[src/rtl/tri_sram_router_pkg.sv]
// Shared types for the triple-buffer controller and the SRAM router:
// buffer IDs, selection codes, and the code -> (camera, VGA) buffer decode.
package tri_sram_router_pkg;

  localparam int FRAME_WORDS_DEF = 76800;

  typedef enum logic [1:0] {BUF_X = 2'd0, BUF_Y = 2'd1, BUF_Z = 2'd2} buf_id_e;

  typedef enum logic [2:0] {
    SEL_A = 3'd0, SEL_B = 3'd1, SEL_C = 3'd2,
    SEL_D = 3'd3, SEL_E = 3'd4, SEL_F = 3'd5
  } sel_code_e;

  typedef struct packed {
    buf_id_e cam;
    buf_id_e vga;
    logic    ok;
  } sel_map_t;

  // Codes 6/7 come back with ok=0 so callers can hold their mapping.
  function automatic sel_map_t decode_sel(input logic [2:0] code);
    sel_map_t m;
    m = '{cam: BUF_X, vga: BUF_Y, ok: 1'b1};
    case (code)
      SEL_A:   begin m.cam = BUF_X; m.vga = BUF_Y; end
      SEL_B:   begin m.cam = BUF_X; m.vga = BUF_Z; end
      SEL_C:   begin m.cam = BUF_Y; m.vga = BUF_X; end
      SEL_D:   begin m.cam = BUF_Y; m.vga = BUF_Z; end
      SEL_E:   begin m.cam = BUF_Z; m.vga = BUF_X; end
      SEL_F:   begin m.cam = BUF_Z; m.vga = BUF_Y; end
      default: m.ok = 1'b0;
    endcase
    return m;
  endfunction

endpackage

[src/rtl/tri_frame_addr_gen.sv]
// Frame address counter: cleared while in the frame gap, steps on each
// accepted strobe, then either saturates at FRAME_WORDS (sticky overflow) or wraps.
module tri_frame_addr_gen #(
  parameter int ADDR_W      = 17,
  parameter int FRAME_WORDS = 76800,
  parameter bit WRAP        = 1'b0
) (
  input  logic              clk,
  input  logic              reset,
  input  logic              gap,
  input  logic              step,
  output logic [ADDR_W-1:0] addr,
  output logic              fire,
  output logic              overflow
);

  // One extra bit so the saturated value FRAME_WORDS is representable
  // even when FRAME_WORDS == 2**ADDR_W.
  localparam logic [ADDR_W:0] LIMIT = (ADDR_W+1)'(FRAME_WORDS);
  localparam logic [ADDR_W:0] LAST  = (ADDR_W+1)'(FRAME_WORDS - 1);

  logic [ADDR_W:0] cnt;

  assign fire = !gap && step && (cnt < LIMIT);
  assign addr = cnt[ADDR_W-1:0];

  always_ff @(posedge clk) begin
    if (reset) begin
      cnt      <= '0;
      overflow <= 1'b0;
    end else if (gap) begin
      cnt <= '0;
    end else if (fire) begin
      cnt <= (WRAP && cnt == LAST) ? '0 : cnt + 1'b1;
    end else if (step) begin
      overflow <= 1'b1;
    end
  end

endmodule

[src/rtl/tri_sram_router.sv]
// Routes the camera write stream and the VGA read stream onto three
// single-port SRAMs, freezing each stream's buffer mapping for its whole frame.
module tri_sram_router
  import tri_sram_router_pkg::*;
#(
  parameter int ADDR_W      = 17,
  parameter int DATA_W      = 12,
  parameter int FRAME_WORDS = FRAME_WORDS_DEF
) (
  input  logic                clk,
  input  logic                reset,
  input  logic [2:0]          sram_select,
  input  logic                cam_vsync,
  input  logic                cam_valid,
  input  logic [DATA_W-1:0]   cam_data,
  input  logic                vga_vsync,
  input  logic                vga_req,
  output logic [DATA_W-1:0]   vga_data,
  output logic                vga_valid,
  output logic [3*ADDR_W-1:0] sram_addr,
  output logic [3*DATA_W-1:0] sram_wdata,
  output logic [2:0]          sram_we,
  output logic [2:0]          sram_re,
  input  logic [3*DATA_W-1:0] sram_rdata,
  output logic                cam_overflow,
  output logic                sel_error,
  output logic                collision
);

  sel_map_t          dec;
  buf_id_e           cam_map, vga_map;
  logic [ADDR_W-1:0] cam_addr, vga_addr;
  logic              cam_fire, vga_fire, cam_ovf, vga_ovf, coll_now;
  logic [2:1]        vld_pipe, hit_pipe;
  buf_id_e           rd_buf1, rd_buf2;
  logic [DATA_W-1:0] rdata_sel;

  assign dec = decode_sel(sram_select);

  tri_frame_addr_gen #(.ADDR_W(ADDR_W), .FRAME_WORDS(FRAME_WORDS), .WRAP(1'b0)) u_cam_addr (
    .clk(clk), .reset(reset), .gap(cam_vsync), .step(cam_valid),
    .addr(cam_addr), .fire(cam_fire), .overflow(cam_ovf)
  );

  tri_frame_addr_gen #(.ADDR_W(ADDR_W), .FRAME_WORDS(FRAME_WORDS), .WRAP(1'b1)) u_vga_addr (
    .clk(clk), .reset(reset), .gap(!vga_vsync), .step(vga_req),
    .addr(vga_addr), .fire(vga_fire), .overflow(vga_ovf)
  );

  // A wrap-mode generator never refuses a step, so vga_ovf is constantly 0.
  assign cam_overflow = cam_ovf | vga_ovf;

  // Maps only follow the controller during their own stream's gap.
  always_ff @(posedge clk) begin
    if (reset) begin
      cam_map   <= BUF_X;
      vga_map   <= BUF_Y;
      sel_error <= 1'b0;
    end else if (!dec.ok) begin
      sel_error <= 1'b1;
    end else begin
      if (cam_vsync)  cam_map <= dec.cam;
      if (!vga_vsync) vga_map <= dec.vga;
    end
  end

  // Writes win a shared buffer; the read is dropped but still returns a slot.
  assign coll_now = vga_fire && (cam_map == vga_map);

  always_comb begin
    rdata_sel = '0;
    case (rd_buf2)
      BUF_X:   rdata_sel = sram_rdata[0*DATA_W +: DATA_W];
      BUF_Y:   rdata_sel = sram_rdata[1*DATA_W +: DATA_W];
      BUF_Z:   rdata_sel = sram_rdata[2*DATA_W +: DATA_W];
      default: rdata_sel = '0;
    endcase
  end

  always_ff @(posedge clk) begin
    if (reset) begin
      sram_we    <= '0;
      sram_re    <= '0;
      sram_addr  <= '0;
      sram_wdata <= '0;
      collision  <= 1'b0;
      vld_pipe   <= '0;
      hit_pipe   <= '0;
      rd_buf1    <= BUF_X;
      rd_buf2    <= BUF_X;
      vga_valid  <= 1'b0;
      vga_data   <= '0;
    end else begin
      for (int i = 0; i < 3; i++) begin
        sram_we[i] <= cam_fire && (cam_map == buf_id_e'(i));
        sram_re[i] <= vga_fire && !coll_now && (vga_map == buf_id_e'(i));
        sram_wdata[i*DATA_W +: DATA_W] <= (cam_fire && cam_map == buf_id_e'(i)) ? cam_data : '0;
        if (cam_fire && cam_map == buf_id_e'(i))
          sram_addr[i*ADDR_W +: ADDR_W] <= cam_addr;
        else if (vga_fire && !coll_now && vga_map == buf_id_e'(i))
          sram_addr[i*ADDR_W +: ADDR_W] <= vga_addr;
        else
          sram_addr[i*ADDR_W +: ADDR_W] <= '0;
      end
      collision   <= coll_now;
      vld_pipe[1] <= vga_fire;
      vld_pipe[2] <= vld_pipe[1];
      hit_pipe[1] <= vga_fire && !coll_now;
      hit_pipe[2] <= hit_pipe[1];
      rd_buf1     <= vga_map;
      rd_buf2     <= rd_buf1;
      vga_valid   <= vld_pipe[2];
      if (vld_pipe[2]) vga_data <= hit_pipe[2] ? rdata_sel : '0;
    end
  end

endmodule

[config.mk]
export PLATFORM = sky130hd
export DESIGN_NAME = tri_sram_router
export DESIGN_NICKNAME = d
export VERILOG_FILES = /design/src/rtl/tri_sram_router_pkg.sv /design/src/rtl/tri_frame_addr_gen.sv /design/src/rtl/tri_sram_router.sv
export SDC_FILE = /design/constraint.sdc
export NUM_CORES = 1
export LEC_CHECK = 0
export ABC_CLOCK_PERIOD_IN_PS = 2100
export CAP_MARGIN = 25
export CORE_ASPECT_RATIO = 1.2
export CORE_UTILIZATION = 25
export CTS_CLUSTER_DIAMETER = 200
export DETAILED_ROUTE_END_ITERATION = 16
export PLACE_DENSITY = 0.58
export SYNTH_ARGS = -nofsm -noshare
export SYNTH_HDL_FRONTEND = slang
export SYNTH_HIERARCHICAL = 1
export SYNTH_SLANG_ARGS = --single-unit
[constraint.sdc]
create_clock -name clk -period 2.1 [get_ports clk]
set_clock_uncertainty 0.2 [all_clocks]
set_input_delay 0.42 -clock clk [delete_from_list [all_inputs] [get_ports clk]]
set_output_delay 0.42 -clock clk [all_outputs]
set_load 0.005 [all_outputs]
# Word-level counts from Yosys, hierarchy flattened
# Index checks and enable logic that the tools add are counted.
# classes
addsub	2
n_mul	0
div	0
magnitude_cmp	2
n_eq_ne	13
shifts	0
mux	11
n_bitwise	8
n_reduce_logical	28
# ops
operator	count
$mux 17	6
$add 18x1->18 const B	2
$lt 18x17->1 const B	2
$pmux 12 s3	1
$pmux 4 s5	1
$eq 18x17->1 const B	1
$mux 18	1
$logic_and 1x1->1	12
$mux 12	1
$reduce_or 2->1	5
$not 1->1	7
$eq 2x1->1 const B	3
$eq 2x2->1 const B	3
$eq 3x2->1 const B	2
$eq 3x3->1 const B	2
$logic_not 2->1	3
$reduce_and 3->1	2
$reduce_or 6->1	1
$reduce_and 2->1	2
$eq 3x1->1 const B	1
$logic_not 3->1	1
$eq 2x2->1	1
$logic_not 1->1	2
$mux 1	1
$or 1x1->1	1
# word_totals
regBits	158
latch_bits	0
ramBits	0
mem_bits_ro	0
word_cells	84
n_memories	0

# Logic depth before layout (Yosys ltp)
# depth
ltp_word	8
ltp_mapped	9
ltp_nobuf	7

# Hierarchy
# Netlist, hierarchy kept.
# by_module_without_submodules
mod	n_inst	cells_per_inst	area_per_inst_um2	seq_area_each_um2
tri_sram_router	1	393	4159.0	2402.3
tri_frame_addr_gen (u_vga_addr)	1	143	1187.4	380.4
tri_frame_addr_gen (u_cam_addr)	1	133	1104.8	380.4

# Worst setup path after synthesis
# No wires, ideal clock.
# synth_path
path_type	input to register
startpoint	input port cam_vsync
endpoint	register sram_wdata[0]
setup_time_ns	0.059
t_arrival_ns	1.673
t_required_ns	1.841
path_slack_ns	0.168
stages	7
path_buffers	2
cell_sequence	nor3b_4 -> o211ai_1 -> buf_2 -> inv_2 -> nor4b_2 -> clkbuf_1 -> and2_1
# synth_via
elab_chain_cells	6
# synth_lines
item	line_no	source
start: declaration	tri_sram_router.sv:13	input logic cam_vsync,
$logic_not 1->1	tri_frame_addr_gen.sv:24	assign fire = !gap && step && (cnt < LIMIT);
$logic_and 1x1->1 (2 in a row)	tri_frame_addr_gen.sv:24	
net cam_fire	tri_sram_router.sv:33	logic cam_fire, vga_fire, cam_ovf, vga_ovf, coll_now;
$logic_and 1x1->1	tri_sram_router.sv:97	sram_wdata[i*DATA_W +: DATA_W] <= (cam_fire && cam_map == buf_id_e'(i)) ? cam_data : '0;
$not 1->1 (no source line)	--	
$reduce_or 2->1 (no source line)	--	
end signal: indexed assignment	tri_sram_router.sv:97	
end: declaration	tri_sram_router.sv:21	output logic [3*DATA_W-1:0] sram_wdata,
# The timed path passes the listed nets, and every way through them passes these cells.
# A chain may end at the register's enable or synchronous reset.

# Worst setup path in the final report
# layout_path
startpoint	input port vga_vsync
endpoint	register sram_addr[3]
# layout_via
elab_chain_cells	8
# layout_lines
item	line_no	source
start: declaration	tri_sram_router.sv:16	input logic vga_vsync,
$logic_and 1x1->1 (*) (2 in a row)	tri_frame_addr_gen.sv:24	
net vga_fire	tri_sram_router.sv:33	
$logic_and 1x1->1	tri_sram_router.sv:68	assign coll_now = vga_fire && (cam_map == vga_map);
$logic_not 1->1	tri_sram_router.sv:100	else if (vga_fire && !coll_now && vga_map == buf_id_e'(i))
$logic_and 1x1->1 (*) (2 in a row)	tri_sram_router.sv:100	
$mux 17 (*)	tri_sram_router.sv:100	
$mux 17 (*)	tri_sram_router.sv:98	if (cam_fire && cam_map == buf_id_e'(i))
end signal: indexed assignment	tri_sram_router.sv:99	sram_addr[i*ADDR_W +: ADDR_W] <= cam_addr;
end signal: indexed assignment	tri_sram_router.sv:101	sram_addr[i*ADDR_W +: ADDR_W] <= vga_addr;
end: declaration	tri_sram_router.sv:20	output logic [3*ADDR_W-1:0] sram_addr,
# Mark *: on every way through the listed nets, which the timed path passes. The rest lies on a longest branch.

==> out/metrics.csv <==
metric,value,unit
asr flop ratio synth,0,
CP max stage cell,clkdlybuf4s50_1,
chip height,178,um
initial antenna violation count,0,
"area leader, netlist",dfxtp_1,
Yosys top cell area share,0.490,
Synth Cell Area,0.00645,mm2
"top cells by count, synth","158 x dfxtp_1, 44 x nand2_1, 42 x and2_1",
Clock Tree Buf Depth,2,
Rows,64,
Tcrit/Tclk final,0.950,
vias in the first global route,5128,
DR WL/cell,15.3,um
DP Wirelength,13.2,mm
pre-CTS setup slack,-453,ps
CTS tree,yes,
number of remaining DRC errors,0,
number of routed nets with antenna violations,0,
Pwr per Cell Area,709,mW/mm2
total track usage,0.138,
"count leader, synth",dfxtp_1,
Placer Congestion,0.804,
htree depth,4,
Lkg Pwr,3.33,nW
Cells after Synth,669,
Seq cells post-synth,158,
top post-synthesis cells by area,"dfxtp_1 49%, a22o_1 4.6%, buf_4 4.5%, and2_1 4.1%, nor2b_1 3.9%",
Syn Area/Cell,9.64,um2
outcome,finished clean,
Post-layout nets,901,
critical path class,input pin to register,
Fin Hold WS,172,ps
"Slew Viols, Final",0,
library cells used by synthesis,57,
first-pass GRT wire length,28.0,mm
Slew headroom,0.575,
Num CTS Buffers,17,
FMAX,501,MHz
die width,149,um
CP max stage delay,480,ps
CP Data Arrival Time,2120,ps
Detailed Route Iter0 Violations,273,
Synthesis Warnings,6,
clock period minus worst slack,2000,ps
Worst Setup Start Kind,input pin,
Slew @ Worst Pin,637,ps
Root Driver,clkbuf_16,
n_diodes,0,
Hold Crit Class,input pin to register,
Mapped Nets,728,
share of layout cells above drive strength 1,0.152,
crit-path max FO,17,
CP Cell Sequence,clkdlybuf4s50_1 > inv_1 > nor3b_2 > o211ai_2 > buf_4 > inv_2 > o211ai_1 > buf_12 > o21ai_0,
die area,0.0265,mm2
Max Cap Viol,0,
Crit path required time,2220,ps
Congestion Overflow GR,0,
Fillers,2568,
via count,5448,
worst ir drop on vdd,0.422,mV
Synth Flop Type,dfxtp_1,
Clock Sinks,158,
area delta synth->final,43.4,%
largest net degree at the start of global routing,31,
CORE AREA,0.0254,mm2
number of flops mapped to enable cells by yosys,0,
Fin. Hold Viols,0,
"Reg clk slew, reported paths",60,ps
"Setup violations, final",0,
worst skew pair latency,420,ps
final setup margin,104,ps
PortBufs,165,
DR pass1 iterations,5,
type of destination of the critical path,register,
Ports,166,
Vias/cell,4.60,
total wire length,18.1,mm
Initial Utilization,0.254,
post-synthesis sequential area ratio,0.490,
## final cells by class
type	instances	area (um2)	area share
Timing Repair Buffer	228	2230	0.241
Sequential cell	158	3160	0.342
Multi-Input combinational cell	424	2800	0.303
Tap cell	330	413	0.0446
Clock inverter	13	153	0.0165
Inverter	13	48.8	0.00527
Clock buffer	19	443	0.0479
## stage by stage
| step | power (mW) | setup TNS [ps] | utilization | std cells | area [um2] |
|---|---|---|---|---|---|
| detailed placement | 3.49 | -34700 | 0.338 | 1150 | 8580 |
| global placement | 3.49 | -29620 | 0.338 | 1150 | 8580 |
| finish | 6.55 | 0 | 0.364 | 1185 | 9250 |
| CTS | 6.63 | 0 | 0.363 | 1185 | 9230 |
| global route | 6.79 | -1.79 | 0.364 | 1185 | 9250 |
| floorplan | 3.26 | 0 | - | 669 | 6450 |
## cell usage in the layout (no fill, tap or decap), types with 14 or more instances in the layout
cell	Yosys	routed
nand2_1	44	44
buf_4	39	55
dfxtp_1	158	158
o31ai_1	15	14
a21oi_1	35	34
o21ai_0	25	22
nor2b_1	40	38
nor2_1	19	17
clkbuf_16	0	17
and2_1	42	42
or4_1	14	14
a22o_1	34	34
nand2b_1	20	20
clkdlybuf4s50_1	0	161
nor3_1	16	16
## critical path: cells and delay by family
| kind | cells | cell delay, ps |
|---|---|---|
| AO/OA/AOI/OAI | 3 | 510 |
| buffers and inverters | 5 | 980 |
| AND/OR/NAND/NOR | 1 | 200 |
## layer usage
metal / global-route usage / part of all wire / up-vias
met5: 0 / 0 / -
met4: 0.0558 / 0.016 / 0
met3: 0.0251 / 0.046 / 23
met2: 0.248 / 0.52 / 145
met1: 0.160 / 0.42 / 2581
li1: - / - / 2699
## cells by family after synthesis
| family | Yosys count | share of synthesized area |
|---|---|---|
| XOR/XNOR | 4 | 0.00543 |
| AO/OA/AOI/OAI | 151 | 0.164 |
| multiplexers | 14 | 0.0240 |
| flip-flops | 158 | 0.490 |
| AND/OR/NAND/NOR | 253 | 0.232 |
| adder cells (fa/ha/maj) | 2 | 0.00388 |
| buffers and inverters | 87 | 0.0799 |
## path summary, 6_finish.rpt
| kind | startpoint | to | slack [ps] | cells past startpoint |
|---|---|---|---|---|
| setup reg to reg | u_cam_addr/cnt[4] | u_cam_addr/cnt[13] | 140 | 4 |
| hold reg to reg | hit_pipe[1] | hit_pipe[2] | 240 | 1 |
| hold / removal | cam_valid | u_cam_addr/overflow | 170 | 3 |
| setup / recovery | vga_vsync | sram_addr[3] | 100 | 9 |
## report_power, final
| part | total [mW] | switching [mW] | internal (mW) |
|---|---|---|---|
| Combinational | 0.387 | 0.161 | 0.226 |
| Sequential | 3.04 | 0.0207 | 3.02 |
| Clock | 3.12 | 1.31 | 1.81 |
| Total | 6.55 | 1.50 | 5.06 |
## sequential cells by signal (all words and copies together) (netlist names), 2 cells and up
signal	cells
sram_addr	51
sram_wdata	36
u_cam_addr/cnt	18
u_vga_addr/cnt	18
vga_data	12
sram_re	3
sram_we	3
cam_map	2
hit_pipe	2
rd_buf1	2
rd_buf2	2
vga_map	2
vld_pipe	2
## timing repair
action,in CTS,in global routing
endpoints found under the setup margin,2,52
hold buffers,0,0
cloned,1,0
setup buffers,2,0
pin swaps,0,2
gates resized for setup,2,10
Power figures use the tool's default switching activity.
